[config.mk]
export PLATFORM = sky130hd
export DESIGN_NAME = div16_8_seq_flat
export DESIGN_NICKNAME = d
export VERILOG_FILES = /design/src/rtl/div16_8_seq_if.sv /design/src/rtl/div16_8_seq.sv /design/src/flat_wrapper.sv
export SDC_FILE = /design/constraint.sdc
export NUM_CORES = 1
export LEC_CHECK = 0
export ABC_AREA = 1
export CAP_MARGIN = 40
export CELL_PAD_IN_SITES_DETAIL_PLACEMENT = 0
export CELL_PAD_IN_SITES_GLOBAL_PLACEMENT = 1
export CORE_ASPECT_RATIO = 1.2
export CORE_UTILIZATION = 43
export DETAILED_ROUTE_END_ITERATION = 7
export GPL_TIMING_DRIVEN = 1
export PLACE_DENSITY = 0.91
export SLEW_MARGIN = 20
export SYNTH_ARGS = -nofsm -noshare
export SYNTH_HDL_FRONTEND = slang
export SYNTH_SLANG_ARGS = --single-unit
[constraint.sdc]
create_clock -name clk -period 4 [get_ports clk]
set_clock_uncertainty 0.05 [all_clocks]
set_input_delay 0.4 -clock clk [delete_from_list [all_inputs] [get_ports clk]]
set_output_delay 0.4 -clock clk [all_outputs]
set_load 0.02 [all_outputs]
[src/rtl/div16_8_seq_if.sv]
// Operand/result handshake bundle for div16_8_seq: valid/ready request side
// carrying dividend/divisor, valid/ready response side carrying the result.
interface div16_8_seq_if #(
    parameter int N = 8
);
    logic             in_valid;
    logic             in_ready;
    logic [2*N-1:0]   dividend;
    logic [N-1:0]     divisor;
    logic             out_valid;
    logic             out_ready;
    logic [N-1:0]     quotient;
    logic [N-1:0]     remainder;
    logic             dbz;
    logic             ovf;

    modport master (
        output in_valid, dividend, divisor, out_ready,
        input  in_ready, out_valid, quotient, remainder, dbz, ovf
    );

    modport slave (
        input  in_valid, dividend, divisor, out_ready,
        output in_ready, out_valid, quotient, remainder, dbz, ovf
    );
endinterface

[src/rtl/div16_8_seq.sv]
// Sequential radix-2 restoring divider, 2N-bit dividend / N-bit divisor.
// Define DIV_APPROX_TRUNC_EN to compute only the upper N/2 quotient bits (remainder forced to 0).
module div16_8_seq #(
    parameter int N = 8
) (
    input  logic          clk,
    input  logic          rst_n,
    div16_8_seq_if.slave  bus
);
`ifdef DIV_APPROX_TRUNC_EN
    localparam int ITERS = N / 2;
`else
    localparam int ITERS = N;
`endif
    localparam int CW = $clog2(N) + 1;

    typedef enum logic [1:0] {S_IDLE, S_BUSY, S_DONE} state_t;

    state_t          state_q, state_d;
    // Stored partial remainder is always < divisor, so N bits suffice; the
    // N+1-bit intermediate only exists combinationally as r_shift.
    logic [N-1:0]    rem_q, rem_d;
    logic [N-1:0]    lo_q, lo_d;
    logic [N-1:0]    dvs_q, dvs_d;
    logic [N-1:0]    qw_q, qw_d;
    logic [N-1:0]    quo_q, quo_d;
    logic [N-1:0]    rmd_q, rmd_d;
    logic            dbz_q, dbz_d;
    logic            ovf_q, ovf_d;
    logic [CW-1:0]   cnt_q, cnt_d;

    logic [N:0]      r_shift;
    logic [N:0]      r_sub;
    logic            q_bit;
    logic [N-1:0]    qw_next;
    logic [N-1:0]    rem_next;

    always_comb begin
        r_shift  = {rem_q, lo_q[N-1]};
        r_sub    = r_shift - {1'b0, dvs_q};
        q_bit    = (r_shift >= {1'b0, dvs_q});
        qw_next  = {qw_q[N-2:0], q_bit};
        rem_next = q_bit ? r_sub[N-1:0] : r_shift[N-1:0];
    end

    always_comb begin
        state_d = state_q;
        rem_d   = rem_q;
        lo_d    = lo_q;
        dvs_d   = dvs_q;
        qw_d    = qw_q;
        quo_d   = quo_q;
        rmd_d   = rmd_q;
        dbz_d   = dbz_q;
        ovf_d   = ovf_q;
        cnt_d   = cnt_q;
        case (state_q)
            S_IDLE: begin
                if (bus.in_valid) begin
                    rem_d   = bus.dividend[2*N-1:N];
                    lo_d    = bus.dividend[N-1:0];
                    dvs_d   = bus.divisor;
                    qw_d    = '0;
                    cnt_d   = '0;
                    state_d = S_BUSY;
                end
            end
            S_BUSY: begin
                // Error cases resolve on the first BUSY edge, one cycle after acceptance.
                if (cnt_q == '0 && dvs_q == '0) begin
                    quo_d   = '1;
                    rmd_d   = lo_q;
                    dbz_d   = 1'b1;
                    ovf_d   = 1'b0;
                    state_d = S_DONE;
                end else if (cnt_q == '0 && rem_q >= dvs_q) begin
                    quo_d   = '1;
                    rmd_d   = '0;
                    dbz_d   = 1'b0;
                    ovf_d   = 1'b1;
                    state_d = S_DONE;
                end else begin
                    rem_d = rem_next;
                    lo_d  = {lo_q[N-2:0], 1'b0};
                    qw_d  = qw_next;
                    cnt_d = cnt_q + CW'(1);
                    if (cnt_q == CW'(ITERS - 1)) begin
`ifdef DIV_APPROX_TRUNC_EN
                        quo_d = {qw_next[N/2-1:0], {(N/2){1'b0}}};
                        rmd_d = '0;
`else
                        quo_d = qw_next;
                        rmd_d = rem_next;
`endif
                        dbz_d   = 1'b0;
                        ovf_d   = 1'b0;
                        state_d = S_DONE;
                    end
                end
            end
            S_DONE: begin
                if (bus.out_ready) begin
                    state_d = S_IDLE;
                end
            end
            default: state_d = S_IDLE;
        endcase
    end

    always_ff @(posedge clk or negedge rst_n) begin
        if (!rst_n) begin
            state_q <= S_IDLE;
            rem_q   <= '0;
            lo_q    <= '0;
            dvs_q   <= '0;
            qw_q    <= '0;
            quo_q   <= '0;
            rmd_q   <= '0;
            dbz_q   <= 1'b0;
            ovf_q   <= 1'b0;
            cnt_q   <= '0;
        end else begin
            state_q <= state_d;
            rem_q   <= rem_d;
            lo_q    <= lo_d;
            dvs_q   <= dvs_d;
            qw_q    <= qw_d;
            quo_q   <= quo_d;
            rmd_q   <= rmd_d;
            dbz_q   <= dbz_d;
            ovf_q   <= ovf_d;
            cnt_q   <= cnt_d;
        end
    end

    assign bus.in_ready  = (state_q == S_IDLE);
    assign bus.out_valid = (state_q == S_DONE);
    assign bus.quotient  = quo_q;
    assign bus.remainder = rmd_q;
    assign bus.dbz       = dbz_q;
    assign bus.ovf       = ovf_q;
endmodule

[src/flat_wrapper.sv]
// flat-port wrapper written by rule: the top's interface ports become plain ports
module div16_8_seq_flat 
#(
    parameter int N = 8
)
  (clk, rst_n, bus_in_valid, bus_dividend, bus_divisor, bus_out_ready, bus_in_ready, bus_out_valid, bus_quotient, bus_remainder, bus_dbz, bus_ovf);
  div16_8_seq_if #(.N(N)) bus_i ();
  input  logic clk;
  input  logic rst_n;
  input wire logic [$bits(bus_i.in_valid)-1:0] bus_in_valid;
  input wire logic [$bits(bus_i.dividend)-1:0] bus_dividend;
  input wire logic [$bits(bus_i.divisor)-1:0] bus_divisor;
  input wire logic [$bits(bus_i.out_ready)-1:0] bus_out_ready;
  output wire logic [$bits(bus_i.in_ready)-1:0] bus_in_ready;
  output wire logic [$bits(bus_i.out_valid)-1:0] bus_out_valid;
  output wire logic [$bits(bus_i.quotient)-1:0] bus_quotient;
  output wire logic [$bits(bus_i.remainder)-1:0] bus_remainder;
  output wire logic [$bits(bus_i.dbz)-1:0] bus_dbz;
  output wire logic [$bits(bus_i.ovf)-1:0] bus_ovf;
  assign bus_i.in_valid = bus_in_valid;
  assign bus_i.dividend = bus_dividend;
  assign bus_i.divisor = bus_divisor;
  assign bus_i.out_ready = bus_out_ready;
  assign bus_in_ready = bus_i.in_ready;
  assign bus_out_valid = bus_i.out_valid;
  assign bus_quotient = bus_i.quotient;
  assign bus_remainder = bus_i.remainder;
  assign bus_dbz = bus_i.dbz;
  assign bus_ovf = bus_i.ovf;
  div16_8_seq #(.N(N)) u_core (.clk(clk), .rst_n(rst_n), .bus(bus_i));
endmodule
-- After elaboration in Yosys (flattened, before gate mapping)
Cells that the tools add are included.
- register bits after elaboration: 55
- latch bits: 0
- bits in writable memories: 0
- memory bits (read-only): 0
- input bits: 28
- output and inout port bits: 20
- logic and storage cells: 67
- memories kept: 0
- add/sub/neg operators: 2
- $mul: 0
- div/mod/pow operators: 0
- $lt $le $gt $ge: 2
- equality and inequality tests: 8
- shift operators: 0
- multiplexer cells: 34
- bitwise logic cells: 0
- reduce and logical (&&, ||, !) cells: 11
- operator list (cell ; number):
    $mux W8 ; 13
    $pmux W8 S2 ; 2
    $mux W7 ; 3
    $pmux W7 S2 ; 1
    $mux W4 ; 3
    $mux W2 ; 5
    $ge A9 B8 Y1 ; 1
    $ge A8 B8 Y1 ; 1
    $logic_not A8 Y1 ; 1
    $ne A2 B2 Y1 const B ; 4
    $pmux W4 S2 ; 1
    $sub A8 B8 Y8 ; 1
    $pmux W2 S3 ; 1
    $mux W1 ; 5
    $add A4 B1 Y4 const B ; 1
    $eq A4 B3 Y1 const B ; 1
    $logic_not A4 Y1 ; 1
    $ne A4 B1 Y1 const B ; 1
    $reduce_and A2 Y1 ; 2
    $reduce_and A4 Y1 ; 1
    $reduce_and A3 Y1 ; 1
    $reduce_bool A3 Y1 ; 1
    $eq A2 B1 Y1 const B ; 1
    $eq A2 B2 Y1 const B ; 1
    other kinds (3) ; 4

-- Longest topological paths before layout
Gate-level depths: netlist of run 1.
- depth after elaboration: 5
- mapped depth: 16
- depth with buffers taken out: 16

-- Least setup slack after synthesis of run 1
OpenSTA, ideal clock, no wires.
- path kind: register -> register
- from: reg u_core.rem_q[5]
- to: reg u_core.rem_q[7]
- arrival time: 1.657 ns
- required time: 3.833 ns
- slack: 2.177 ns
- cell stages (with the launch flop): 14
- path buffers: 0
- period minus slack after synthesis: 1.823 ns
- path through: dfrtp_1 > ha_1 > nand2_1 > nand2_1 > nand2_1 > nand2_1 > nor2_2 > nand2_4 > nand2_1 > nand2_1 > nand2_1 > nand2_1 > nand2_1 > nand2_1
- longest elaborated chain between the ends: 5
- elaborated cells on any way between the ends: 10
- classes of those cells: add/sub (1); order compare (2); eq/ne (1); mux (4); reduce/logical (2)
- ends and longest elaborated chain (item ; RTL line ; source):
    start, declared ; div16_8_seq.sv:22 ; logic [N-1:0] rem_q, rem_d;
    start signal, assigned ; div16_8_seq.sv:124 ; rem_q <= rem_d;
    $sub A8 B8 Y8 / $ge A9 B8 Y1 (equally long branches) ; div16_8_seq.sv:40, div16_8_seq.sv:41 ;
    $mux W8 ; div16_8_seq.sv:43 ; rem_next = q_bit ? r_sub[N-1:0] : r_shift[N-1:0];
    $mux W8 ; div16_8_seq.sv:76 ; end else if (cnt_q == '0 && rem_q >= dvs_q) begin
    $mux W8 ; div16_8_seq.sv:70 ; if (cnt_q == '0 && dvs_q == '0) begin
    $pmux W8 S2 ; div16_8_seq.sv:57 ; case (state_q)
Parallel ways exist; a longest one is shown, timed or not. The select of a mux whose other input is x is not followed.
A chain may end at the register's enable or synchronous reset.

-- Worst setup path after layout of run 1
- from: reg u_core.rem_q[7]
- to: reg u_core.quo_q[5] (netlist: u_core.bus.quotient[5])
- longest elaborated chain between the ends: 4
- elaborated cells on any way between the ends: 6
- classes of those cells: order compare (1); mux (2); reduce/logical (3)
- ends and longest elaborated chain (item ; RTL line ; source):
    $ge A8 B8 Y1 * ; div16_8_seq.sv:76 ;
    $logic_and A1 B1 Y1 * ; div16_8_seq.sv:76 ;
    $reduce_bool A3 Y1 (no line) / $mux W8 (equally long branches) ; - ;
    $reduce_and A2 Y1 (no line) / $mux W8 (equally long branches) ; - ;
    end signal, assigned ; div16_8_seq.sv:128 ; quo_q <= quo_d;
    end, declared ; div16_8_seq.sv:26 ; logic [N-1:0] quo_q, quo_d;
Every way passes the cells marked *; elsewhere a longest branch is shown, timed or not.

==> results.json, run 1 <==
{
  "status": "finished with violations",
  "violations": "hold timing",
  "grt_usage_pct": 20.61,
  "cpMostUsedCell": "nand2_1",
  "slew_viol_final": 0,
  "path_max_fanout": 17,
  "nets": 575,
  "cp_num_buf_inv": 1,
  "cts_buffers": 5,
  "cts_tree": "built",
  "dieArea_um2": 8297,
  "critPathSlowestCell": "dfrtp_1",
  "antenna_found_initial": 0,
  "rsz0062_at_grt": "false",
  "seqCellArea_um2": 1376,
  "tightest_slew_ps": 530.8,
  "mostFrequentLayoutCells": "nand2_1, dfrtp_1, clkdlybuf4s50_1",
  "post_cts_resized": 0,
  "vias": 3061,
  "dr_wl_met3_um": 300,
  "avgSynthCellArea_um2": 7.064,
  "cts_buffer_depth": 2,
  "placed_area_um2": 3908,
  "synth_top_family_by_area": "simple AND/OR/NAND/NOR gates",
  "synth_compound_area_share_pct": 4.437,
  "wl_met1_um": 3897,
  "cts_sinks": 55,
  "start_kind": "flop",
  "finalSetupTns_ps": 0,
  "crit_type": "flop to flop",
  "synth_nets": 530,
  "timing.hold.ws_ps": -11.41,
  "end_kind": "flop",
  "grt_pass1_wl_um": 13790,
  "die_h_um": 99.58,
  "rows": 35,
  "hold_violations": 9,
  "ys_warn_count": 0,
  "yosysUniqueCellTypes": 32,
  "start_util_pct": 44.52,
  "wl_met2_um": 4181,
  "clock-root-buffer": "clkbuf_8",
  "dp_hpwl_um": 6135,
  "ys_ff_latch": 55,
  "io_buffers": 47,
  "h-tree-depth": 2,
  "final_area_um2": 4030,
  "relSlewSlack_pct": 64.61,
  "crit_family": "simple AND/OR/NAND/NOR gates",
  "cap_violations": 0,
  "layout-drive-gt1-share_pct": 6.805,
  "power_uw": 3593,
  "p_per_area_nw_per_um2": 891.4,
  "synth_xor_area_share_pct": 0.7701,
  "final_common_cell": "nand2_1",
  "drc": 0,
  "multiInputGateArea_um2": 1763,
  "syn_to_final_growth_pct": 18.12,
  "min_path_type": "input port to asynchronous set/reset pin",
  "syn_area_um2": 3412,
  "synthCells": 483,
  "first_pass_iters": 4,
  "routed_via_density": 4.929,
  "muxShareOfSynthArea_pct": 0.3300,
  "yosys.area_share.simple_pct": 38.94,
  "n_antenna_cell": 0,
  "worstPathArrival_ps": 2450,
  "top_layer_used": "met4",
  "wire_per_inst_um": 13.63,
  "dr.first_iter.drc_count": 124,
  "postCtsSetupBuffers": 0,
  "core_area_um2": 7664,
  "postCtsHoldBufs": 0,
  "synthAdderAreaFrac_pct": 7.187,
  "place_congestion": 0.8501,
  "synth_seq_area_share_pct": 40.34,
  "ir_drop_v": 0.0003937,
  "grt_max_degree": 36,
  "critPathRequiredTime_ps": 4180,
  "clkTransAtPathRegs_ps": 110,
  "postRouteWirelength_um": 8466,
  "ant_nets": 0,
  "finalSetupViolCount": 0,
  "io_pins": 48,
  "path_cells": "ha_1, nand2_1, nor2_1, nand4_1, nand3_2, nand2_2, nand3_1, nand2_1, buf_6, o21ai_0",
  "p_leak_uw": 0.002205,
  "grt_overflow": 0,
  "period_share_pct": 56.55,
  "cpPeakStageDelay_ps": 440,
  "nFillCells": 779,
  "period_needed_ps": 2262,
  "fmax_mhz": 442.1,
  "grt_pass1_vias": 2940,
  "die_x_um": 83.32,
  "clkLatencyLatePin_ps": 320
}
## registers in the layout (all words and copies together) (netlist names)
name	cells
u_core.qw_q	7
u_core.state_q	2
u_core.bus.dbz	1
u_core.bus.quotient	8
u_core.lo_q	8
u_core.cnt_q	4
u_core.bus.remainder	8
u_core.bus.ovf	1
u_core.rem_q	8
u_core.dvs_q	8
## synth_stat cells
cell | n | share of area (%)
nor2_4 | 1 | 0.33
o31ai_1 | 1 | 0.22
o21bai_4 | 1 | 0.55
buf_1 | 1 | 0.11
a21o_1 | 1 | 0.22
o21a_1 | 1 | 0.22
nand4_1 | 4 | 0.73
fa_1 | 1 | 0.59
nor2_1 | 38 | 4.2
o21ai_0 | 10 | 1.5
or2_2 | 1 | 0.18
clkbuf_2 | 1 | 0.15
nand2_4 | 3 | 0.99
nor3b_1 | 1 | 0.22
nor2_2 | 3 | 0.55
inv_1 | 42 | 4.6
nand3_1 | 17 | 2.5
mux2_2 | 1 | 0.33
buf_6 | 7 | 2.3
nand3_4 | 1 | 0.51
nand3_2 | 2 | 0.59
xnor2_1 | 2 | 0.51
nor3_1 | 2 | 0.29
inv_2 | 4 | 0.44
buf_2 | 1 | 0.15
clkbuf_1 | 2 | 0.22
nand2_2 | 8 | 1.5
xor2_1 | 1 | 0.26
nand2_1 | 240 | 26
dfrtp_1 | 55 | 40
ha_1 | 18 | 6.6
a21oi_1 | 12 | 1.8
## worst register-to-register path: stages (launching register included)
cell and delay [ps]:
dfrtp_1 440, ha_1 310, nand2_1 80, nor2_1 150
nand4_1 120, nand3_2 140, nand2_2 70, nand3_1 70
nand2_1 300, buf_6 280, o21ai_0 180
## kinds of logic after synthesis
family,Yosys count
multiplexers,1
AND/OR/NAND/NOR,321
XOR/XNOR,3
flip-flops,55
adder cells (fa/ha/maj),19
AO/OA/AOI/OAI,26
buffers and inverters,58
## metrics by stage
step	utilization, %	setup WS (ps)	std cells	hold WS (ps)
2_1_floorplan	-	2177	483	54.41
3_3_place_gp	50.99	1575	612	366.3
5_1_grt	52.59	1564	621	22.50
6_report	52.59	1738	621	-11.41
4_1_cts	52.44	1450	620	12.46
3_5_place_dp	50.99	1467	612	359.6
## area by class of cell
| type | count | area share (%) |
|---|---|---|
| tap | 92 | 2.856 |
| multi-input combinational | 370 | 43.74 |
| timing repair buffer | 50 | 12.20 |
| clock inverter | 2 | 0.9624 |
| inverter | 46 | 4.284 |
| clock buffer | 6 | 1.801 |
| sequential | 55 | 34.15 |
## power by group
group          switching [µW]  internal [µW]  total, µW
Clock                     196            190        386
Combinational            1450            791       2240
Sequential                180            782        962
Total                    1830           1760       3590
## worst paths after layout
path,from,endpoint,slack (ps),cells past startpoint
setup / recovery,u_core.rem_q[7],u_core.bus.quotient[5],1740,10
hold / removal,rst_n,u_core.bus.remainder[4],-10,1
setup reg to reg,u_core.rem_q[7],u_core.bus.quotient[5],1740,10
hold reg to reg,u_core.qw_q[6],u_core.qw_q[6],450,2
max in group asynchronous,rst_n,u_core.rem_q[0],3040,2
min in group clk,u_core.qw_q[6],u_core.qw_q[6],450,2
## routing by layer
layer / track usage, % / up-vias
met3: 2.573 / 8
met2: 37.39 / 51
li1: - / 1572
met4: 3.846 / 0
met5: 0 / -
met1: 26.51 / 1430
No activity file was read; power rests on OpenSTA's default activity.
==> run 2, diff against run 1 <==
CORE_UTILIZATION = 36   (was 43)
PLACE_DENSITY = 0.82   (was 0.91)
clock period = 1.9 ns   (was 4 ns; I/O delays follow)
==> results.json, run 2 (synthesis results as in run 1) <==
{
  "multiInputGateArea_um2": 2384,
  "crit_type": "flop to flop",
  "timing.hold.ws_ps": 294.2,
  "n_antenna_cell": 0,
  "path_max_fanout": 5,
  "dp_hpwl_um": 6633,
  "start_kind": "flop",
  "drc": 0,
  "grt_pass1_wl_um": 16630,
  "syn_to_final_growth_pct": 55.96,
  "status": "finished with violations",
  "p_leak_uw": 0.002727,
  "seqCellArea_um2": 1383,
  "postRouteWirelength_um": 10330,
  "wire_per_inst_um": 14.41,
  "slew_viol_final": 0,
  "violations": "setup timing",
  "finalSetupViolCount": 46,
  "h-tree-depth": 2,
  "rr_worst_depth": 13,
  "die_h_um": 108.6,
  "worstPathArrival_ps": 2280,
  "period_share_pct": 108.4,
  "antenna_found_initial": 0,
  "critPathRequiredTime_ps": 2120,
  "grt_pass1_vias": 3495,
  "period_needed_ps": 2059,
  "clkTransAtPathRegs_ps": 110,
  "dr.first_iter.drc_count": 117,
  "cts_tree": "built",
  "ir_drop_v": 0.0009756,
  "layout-drive-gt1-share_pct": 38.69,
  "rsz0062_at_grt": "true",
  "rrSetupSlack_ps": -160,
  "r2r_start": "u_core.rem_q[6]",
  "finalSetupTns_ps": -3623,
  "place_congestion": 0.8097,
  "cap_violations": 0,
  "relSlewSlack_pct": 56.98,
  "cts_buffer_depth": 2,
  "ant_nets": 0,
  "clkLatencyLatePin_ps": 320,
  "tightest_slew_ps": 643.1,
  "first_pass_iters": 4,
  "grt_overflow": 0,
  "rows": 38,
  "cts_buffers": 5,
  "timing.final.ws_setup_ps": -159.3,
  "start_util_pct": 37.38,
  "io_buffers": 47,
  "mostFrequentLayoutCells": "nand2_1, nand2_2, buf_4, dfrtp_1, clkdlybuf4s50_1",
  "p_per_area_nw_per_um2": 2078,
  "cts_sinks": 55,
  "dp_slack_ps": -156.1,
  "vias": 3397,
  "io_pins": 48,
  "core_area_um2": 9129,
  "clock-root-buffer": "clkbuf_8",
  "die_x_um": 90.87,
  "dieArea_um2": 9873,
  "timing.rr.end": "u_core.rem_q[6]",
  "min_path_type": "input port to asynchronous set/reset pin",
  "final_common_cell": "nand2_1",
  "nets": 643,
  "hold_violations": 0,
  "grt_max_degree": 28,
  "routed_via_density": 4.738,
  "fmax_mhz": 485.6,
  "grt_usage_pct": 21.72,
  "nFillCells": 811,
  "end_kind": "flop"
}
## run 2: cell count changes in the layout (fill, tap and decap cells not counted), moves of 8 or more
cell	delta
inv_1	-10
buf_4	+48
nand2_1	-78
nor2_1	-8
ha_4	+13
nand2_4	+14
inv_2	+9
nand2_2	+62
ha_1	-13
## run 2: worst max-delay path by stage
stage                     from                      end  slack, ps  depth (start not counted)
2_1_floorplan  u_core.rem_q[5]          u_core.rem_q[7]         80                         13
3_3_place_gp   u_core.dvs_q[7]          u_core.rem_q[5]       -140                         16
3_5_place_dp   u_core.dvs_q[7]  u_core.bus.remainder[0]       -160                         16
4_1_cts         u_core.lo_q[7]  u_core.bus.remainder[4]       -100                         12
5_1_grt        u_core.rem_q[6]          u_core.rem_q[6]       -260                         13
6_report       u_core.rem_q[6]          u_core.rem_q[6]       -160                         13
## run 2: area by class of cell
cell class | instances | area share [%]
flip-flops and latches | 55 | 25.98
repair buffers | 114 | 21.40
well taps | 120 | 2.822
inverters | 46 | 3.292
multi-input cells | 374 | 44.79
clock inverters | 3 | 0.4232
clock buffers | 5 | 1.293
## run 2: per-stage QoR
stage          cell area, µm²  total power, µW  cells  util [%]
6_report                 5321            11060    717     58.29
5_1_grt                  5321            11920    717     58.29
4_1_cts                  5017            10010    714     54.96
3_5_place_dp             4365             7714    688     47.82
3_3_place_gp             4365             7645    688     47.82
2_1_floorplan            3412             5552    483         -
## run 2: critical path, cell delays in order (launching register included)
cell and delay [ps]:
dfrtp_1 420, buf_4 150, ha_4 280, inv_4 40, nor3_2 260, nand2_4 150, buf_12 160, nand2_8 80
nand2_2 50, nand2_2 80, nand2_1 60, nand2_1 80, nand2_2 60, nand2_1 70
## run 2: where the power goes
part	switching [µW]	internal (µW)	total, µW
clock network	418	265	683
registers	433	1660	2090
logic	4590	3700	8280
total	5440	5620	11100
## run 2: layer usage
layer	wire length (µm)	vias up	GRT usage (%)
li1	-	1712	-
met3	416	29	3.766
met5	0	-	0
met2	5129	87	38.20
met4	411	0	11.34
met1	4372	1569	25.51
## run 2: repair_timing
item	4_1_cts	5_1_grt
gates resized for setup	82	82
hold buffers	1	0
cloned	6	2
buffers inserted	11	2
endpoints found under the setup margin	46	48
pin swaps	48	32
hold endpoints to repair	16	0
==> run 3, diff against run 2 <==
MAX_ROUTING_LAYER = met4   (was not set)
==> results.json, run 3 (synthesis results as in run 1) <==
{
  "placed_area_um2": 4413,
  "timing.final.ws_setup_ps": -102.2,
  "routed_via_density": 4.705,
  "final_common_cell": "nand2_1",
  "cap_violations": 0,
  "dieArea_um2": 9873,
  "fin_util_pct": 57.26,
  "cts_buffers": 5,
  "clock-root-buffer": "clkbuf_8",
  "start_util_pct": 37.38,
  "ir_drop_v": 0.001055,
  "grt_usage_pct": 19.82,
  "fmax_mhz": 499.5,
  "period_share_pct": 105.4,
  "critPathRequiredTime_ps": 2120,
  "end_kind": "flop",
  "finalSetupTns_ps": -2952,
  "die_x_um": 90.87,
  "first_pass_iters": 4,
  "cts_sinks": 55,
  "relSlewSlack_pct": 68.92,
  "h-tree-depth": 2,
  "seqCellArea_um2": 1385,
  "antenna_found_initial": 0,
  "nets": 641,
  "layout-drive-gt1-share_pct": 33.61,
  "mostFrequentLayoutCells": "nand2_1, nand2_2, dfrtp_1",
  "hold_violations": 0,
  "drc": 0,
  "core_area_um2": 9129,
  "power_uw": 10690,
  "min_path_type": "input port to asynchronous set/reset pin",
  "p_per_area_nw_per_um2": 2045,
  "dp_hpwl_um": 6810,
  "wire_per_inst_um": 13.88,
  "nFillCells": 851,
  "path_max_fanout": 7,
  "n_antenna_cell": 0,
  "rows": 38,
  "finalSetupViolCount": 45,
  "multiInputGateArea_um2": 2222,
  "final_area_um2": 5228,
  "clkLatencyLatePin_ps": 330,
  "ant_nets": 0,
  "grt_overflow": 0,
  "die_h_um": 108.6,
  "dr.first_iter.drc_count": 167,
  "tightest_slew_ps": 465.6,
  "io_pins": 48,
  "grt_pass1_vias": 3272,
  "status": "finished with violations",
  "start_kind": "flop",
  "violations": "setup timing",
  "p_leak_uw": 0.002633,
  "grt_max_degree": 28,
  "slew_viol_final": 0,
  "vias": 3364,
  "clkTransAtPathRegs_ps": 100,
  "rsz0062_at_grt": "true",
  "worstPathArrival_ps": 2220,
  "syn_to_final_growth_pct": 53.21,
  "cts_tree": "built",
  "grt_pass1_wl_um": 15080,
  "io_buffers": 47,
  "cts_buffer_depth": 2,
  "period_needed_ps": 2002,
  "crit_type": "flop to flop",
  "place_congestion": 0.8281,
  "postRouteWirelength_um": 9925
}
[run 3: cell types whose count changed in the layout (fill, tap and decap cells not counted), moves of 4 or more]
cell / change
buf_4: -5
clkbuf_16: +4
nand2_1: +24
nand2_2: -14
nand2_4: -10
nor2_1: +4
[run 3: per-layer routing]
layer | vias up | routed length (µm) | share of wire [%] | GRT usage, %
met3 | 22 | 321 | 3.2 | 3.068
met2 | 56 | 4991 | 50 | 34.42
li1 | 1707 | - | - | -
met1 | 1579 | 4319 | 44 | 23.39
met4 | 0 | 294 | 3.0 | 7.256
met5 | - | 0 | 0 | -
[run 3: critical path, cell delays in order, from the launching register on]
cell and delay (ps):
dfrtp_1 390, inv_2 120, ha_4 220, a21oi_2 130, nor2_1 60, nor2_2 120, nand3_2 110, buf_6 130
o21bai_4 150, nand2_4 90, nand2_8 100, clkbuf_16 160, nand2_2 40, nand2_1 60
[run 3: layout make-up]
class / instances / share of cell area, %
Clock buffer: 6 / 1.388
Timing Repair Buffer: 115 / 23.10
Tap cell: 120 / 2.872
Clock inverter: 2 / 0.3351
Inverter: 46 / 3.303
Sequential cell: 55 / 26.50
Multi-Input combinational cell: 371 / 42.51
[run 3: what timing repair did]
action | 4_1_cts | 5_1_grt
gates cloned | 0 | 8
endpoints found under the setup margin | 46 | 47
endpoints found under the hold margin | 16 | 0
gates resized for setup | 16 | 110
hold buffers | 1 | 0
pin swaps | 7 | 51
buffers inserted | 1 | 6
[run 3: stage by stage]
step                setup WS, ps  std cells  hold slack, ps
floorplan                  76.56        483          -155.6
global placement          -169.2        691           116.9
detailed placement        -159.4        691           117.0
CTS                       -76.18        701           300.3
global route              -215.4        715           324.0
finish                    -102.2        715           290.7
[run 3: worst paths after layout]
path | from | cells past startpoint | slack (ps) | endpoint
setup / recovery | u_core.dvs_q[5] | 13 | -100 | u_core.rem_q[6]
max in group asynchronous | rst_n | 3 | 970 | u_core.lo_q[5]
min in group clk | bus_dividend[0] | 3 | 370 | u_core.lo_q[0]
setup reg to reg | u_core.dvs_q[5] | 13 | -100 | u_core.rem_q[6]
hold / removal | rst_n | 2 | 290 | u_core.rem_q[6]
hold reg to reg | u_core.bus.remainder[7] | 2 | 440 | u_core.bus.remainder[7]
[run 3: report_power, final]
part / leakage (µW) / internal, µW / switching (µW) / total, µW
Sequential: 0.000697 / 1660 / 423 / 2080
Combinational: 0.00189 / 3750 / 4180 / 7930
Clock: 0.0000454 / 266 / 410 / 676
==> RTL edit 1: new RTL, flow settings as in run 1 <==
`N` is set to 8 in 3 places; all go to 16.
--- a/src/rtl/div16_8_seq_if.sv
+++ b/src/rtl/div16_8_seq_if.sv
@@ -2,5 +2,5 @@
 // carrying dividend/divisor, valid/ready response side carrying the result.
 interface div16_8_seq_if #(
-    parameter int N = 8
+    parameter int N = 16
 );
     logic             in_valid;
--- a/src/rtl/div16_8_seq.sv
+++ b/src/rtl/div16_8_seq.sv
@@ -2,5 +2,5 @@
 // Define DIV_APPROX_TRUNC_EN to compute only the upper N/2 quotient bits (remainder forced to 0).
 module div16_8_seq #(
-    parameter int N = 8
+    parameter int N = 16
 ) (
     input  logic          clk,
--- a/src/flat_wrapper.sv
+++ b/src/flat_wrapper.sv
@@ -2,5 +2,5 @@
 module div16_8_seq_flat 
 #(
-    parameter int N = 8
+    parameter int N = 16
 )
   (clk, rst_n, bus_in_valid, bus_dividend, bus_divisor, bus_out_ready, bus_in_ready, bus_out_valid, bus_quotient, bus_remainder, bus_dbz, bus_ovf);
Ports: changed (resized bus_dividend, bus_divisor, bus_quotient and bus_remainder); port bits go from 48 to 88. No check against the original RTL was run, so the function may have changed too.
==> RTL edit 1 against run 1 <==
  * Sequential cell count grew 49
  * Largest cell class unchanged
  * Synthesized area grew 93%
  * Clock power grew 130%
  * Worst setup slack lost 490 ps
  * Wire length grew 94%
  * Core utilization shrank 0.20 points
  * Non-clock buffer count grew 45
  * Final area grew 94%
  * Global-route usage grew 1.6 points
  * Sequential share of layout area shrank 0.95 points
  * Critical endpoint is now u_core.bus.quotient[11]
  * Total power grew 95%
==> RTL edit 1: results (changes against run 1) <==
wl on met1=7736 microns (+99%); critical path data arrival time=2940 ps (+490 ps); nets=1033 (+80%); Post-Synthesis Cells=878 (+82%); Post-Route Hold Slack=439.2 ps (+450.6 ps); met3 usage=0.02948 (+0.003750); FF-to-FF setup slack=1240 ps (-490 ps); synth cell count leaders=245 x nand2_1, 134 x nand3_1, 104 x dfrtp_1; global-route wire length before repair=27320 microns (+98%); register share of total power=0.242 (-0.026); metal2 WL=7705 microns (+84%); post-placement cell count=1137 (+86%); CP Max Fanout=36 (+19); grt met1 use=0.3134 (+0.04832); worst vdd ir=419.2 uV (+6.5%); Clock group=0.907 mW (+130%); Area contributors post-synth=dfrtp_1 40%, nand2_1 14%, nand3_1 10%; routed vias/inst=5.041 (+2.3%); status=complete, no violations; reg2reg end=u_core.bus.quotient[11]; Switch Pwr=3.637 mW (+99%); GR Util All Layers=0.2216 (+0.01553); DP Wirelength=12110 microns (+97%); fraction of layout cells with a size suffix above 1=0.08632 (+0.01826); CTS root buf=clkbuf_16; Clock Pin Slew Worst Setup and Hold Paths=80 ps (-30 ps); CP max stage delay=460 ps (+20 ps); DR WL met3=702 microns (+130%); post-layout minimum cycle time=2756 ps (+494.0 ps); DR vias=5817 (+90%); H-tree levels=3 (+1); syn nets=966 (+82%); routed wire length per instance=14.26 microns (+4.6%); Cell Area, Placed=0.007522 sq mm (+93%); Hold Path Class=register to register; worst setup path end=u_core.bus.quotient[11]; fill count=1504 (+93%); largest net degree at the start of global routing=69 (+92%); placer congestion estimate=0.8980 (+5.6%); Port Buffer Count=87 (+85%); sequential area share after synthesis=0.3957 (-0.007711); Tightest Pin Transition=741.9 ps (+211.1 ps); vias in the first global route=5556 (+89%)
[RTL edit 1: layout make-up]
type / instances / area, sq um / area share
multi-input cells: 637 / 3356 / 0.4282
flip-flops and latches: 104 / 2603 / 0.3321
repair buffers: 95 / 950.9 / 0.1213
inverters: 98 / 367.9 / 0.04693
well taps: 204 / 255.2 / 0.03257
clock buffers: 9 / 225.2 / 0.02874
clock inverters: 7 / 80.08 / 0.01022
[RTL edit 1: cells by family after synthesis]
logic type / count (synthesis) / synth area share
buf+inv: 137 / 0.09530
flops: 104 / 0.3957
fa+ha+maj: 36 / 0.06962
xor+xnor: 9 / 0.01198
compound gates: 89 / 0.07019
simple gates: 503 / 0.3572
[RTL edit 1: what timing repair did]
| item | 4_1_cts | 5_1_grt |
|---|---|---|
| endpoints found under the hold margin | 30 | 0 |
| hold buffers | 1 | 0 |
| gates resized for setup | 0 | 0 |
==> RTL edit 2: new RTL, flow settings as in run 1 <==
Made on the original files. The 3 states of `state_t` get a one-hot encoding in 3 bits.
--- a/src/rtl/div16_8_seq.sv
+++ b/src/rtl/div16_8_seq.sv
@@ -15,5 +15,5 @@
     localparam int CW = $clog2(N) + 1;
 
-    typedef enum logic [1:0] {S_IDLE, S_BUSY, S_DONE} state_t;
+    typedef enum logic [2:0] {S_IDLE = 3'b001, S_BUSY = 3'b010, S_DONE = 3'b100} state_t;
 
     state_t          state_q, state_d;
Formal check against the unedited RTL: same outputs for any inputs over 4 cycles, from zero or initial values and one cycle with rst_n low; so few cycles prove little.
==> RTL edit 2 against run 1 <==
  * Critical path depth grew 4
  * Sequential cell count grew 1
  * Sequential power is essentially flat
  * Via count grew 0.69%
  * Count of clock-buffer cells in the layout shrank 1
  * Combinational power grew 4%
  * Synthesized cell count grew 1.0%
  * Critical endpoint is now u_core.bus.remainder[3]
  * Final area shrank 0.84%
  * Total power grew 0.70%
  * Clock power shrank 18%
  * Synthesized area shrank 0.92%
  * Worst setup slack lost 280 ps
  * Wire length shrank 3.0%
  * Sequential share of layout area grew 0.95 points
==> RTL edit 2: results (changes against run 1) <==
CTS resizes=0 (unchanged); H-tree levels=2 (unchanged); wl on met1=3609 microns (-7.4%); sequential area share after synthesis=0.4149 (+0.01150); Global Route met2 Usage=0.3651 (-0.008827); status=complete, no violations; global-route wire length before repair=13820 microns (+0.20%); DP Wirelength=6322 microns (+3.1%); mux share of post-synthesis cell area=0 (-0.003300); nets=579 (+0.70%); grt met1 use=0.2678 (+0.002768); vias in the first global route=2919 (-0.71%); Max Freq=393.1 MHz (-11%); synth unique cells=29 (-9.4%); Switching Share=0.5219 (+0.01263); met3 usage=0.02988 (+0.004149); CP max stage delay=500 ps (+60 ps); CP Max Fanout=22 (+5); largest net degree at the start of global routing=32 (-11%); placer congestion estimate=0.8189 (-3.7%); worst vdd ir=473.9 uV (+20%); Post-Route Hold Slack=54.88 ps (+66.29 ps); DR WL met3=295 microns (-1.7%); post-placement cell count=617 (+0.82%); Cell Area, Placed=0.003906 sq mm (about the same); syn nets=535 (+0.94%); Post-Route WL=8216 microns (-3.0%); routed vias/inst=4.931 (about the same); Critical Path Source=u_core.dvs_q[1]; Starting DRT DRC Count=172 (+39%); Synth Area per Inst=6.928 sq um (-1.9%); Post-Synth XOR/XNOR Area=0.01036 (+0.002662); reg2reg end=u_core.bus.remainder[3]; Compound-Gate Fraction of Synth Area=0.04589 (+0.001521); adder-cell area share of the yosys netlist=0.07254 (+0.0006650); DR vias=3082 (+0.69%); fraction of layout cells with a size suffix above 1=0.05066 (-0.01740); GR Util All Layers=0.2092 (+0.003152); synth cell count leaders=255 x nand2_1, 55 x dfrtp_1, 46 x inv_1; P_leak=2.195 nW (-0.44%); Area contributors post-synth=dfrtp_1 41%, nand2_1 28%, ha_1 6.7%; metal2 WL=4142 microns (-0.93%); number of detailed-route iterations in the first pass=4 (unchanged); Reg2Reg Depth=14 (+4); slowest CP cell=nand2_1
-- RTL edit 2: logic make-up after synthesis --
| group | Yosys count |
|---|---|
| AND/OR/NAND/NOR | 315 |
| AO/OA/AOI/OAI | 30 |
| adder cells (fa/ha/maj) | 19 |
| XOR/XNOR | 4 |
| buffers and inverters | 64 |
| flip-flops | 56 |
-- RTL edit 2: power groups by stage --
stage	Clock (mW)	Sequential, mW	Combinational [mW]
floorplan	0	1.02	1.63
global placement	0	0.971	2.31
detailed placement	0	0.978	2.33
CTS	0.323	0.968	2.35
global route	0.345	0.992	2.69
finish	0.317	0.964	2.34
-- RTL edit 2: layout make-up --
| type | instances | area, sq um |
|---|---|---|
| Clock inverter | 3 | 21.27 |
| Inverter | 52 | 198.9 |
| Timing Repair Buffer | 49 | 480.5 |
| Fill cell | 783 | 3667 |
| Sequential cell | 56 | 1403 |
| Tap cell | 92 | 115.1 |
| Clock buffer | 5 | 68.82 |
| Multi-Input combinational cell | 368 | 1709 |
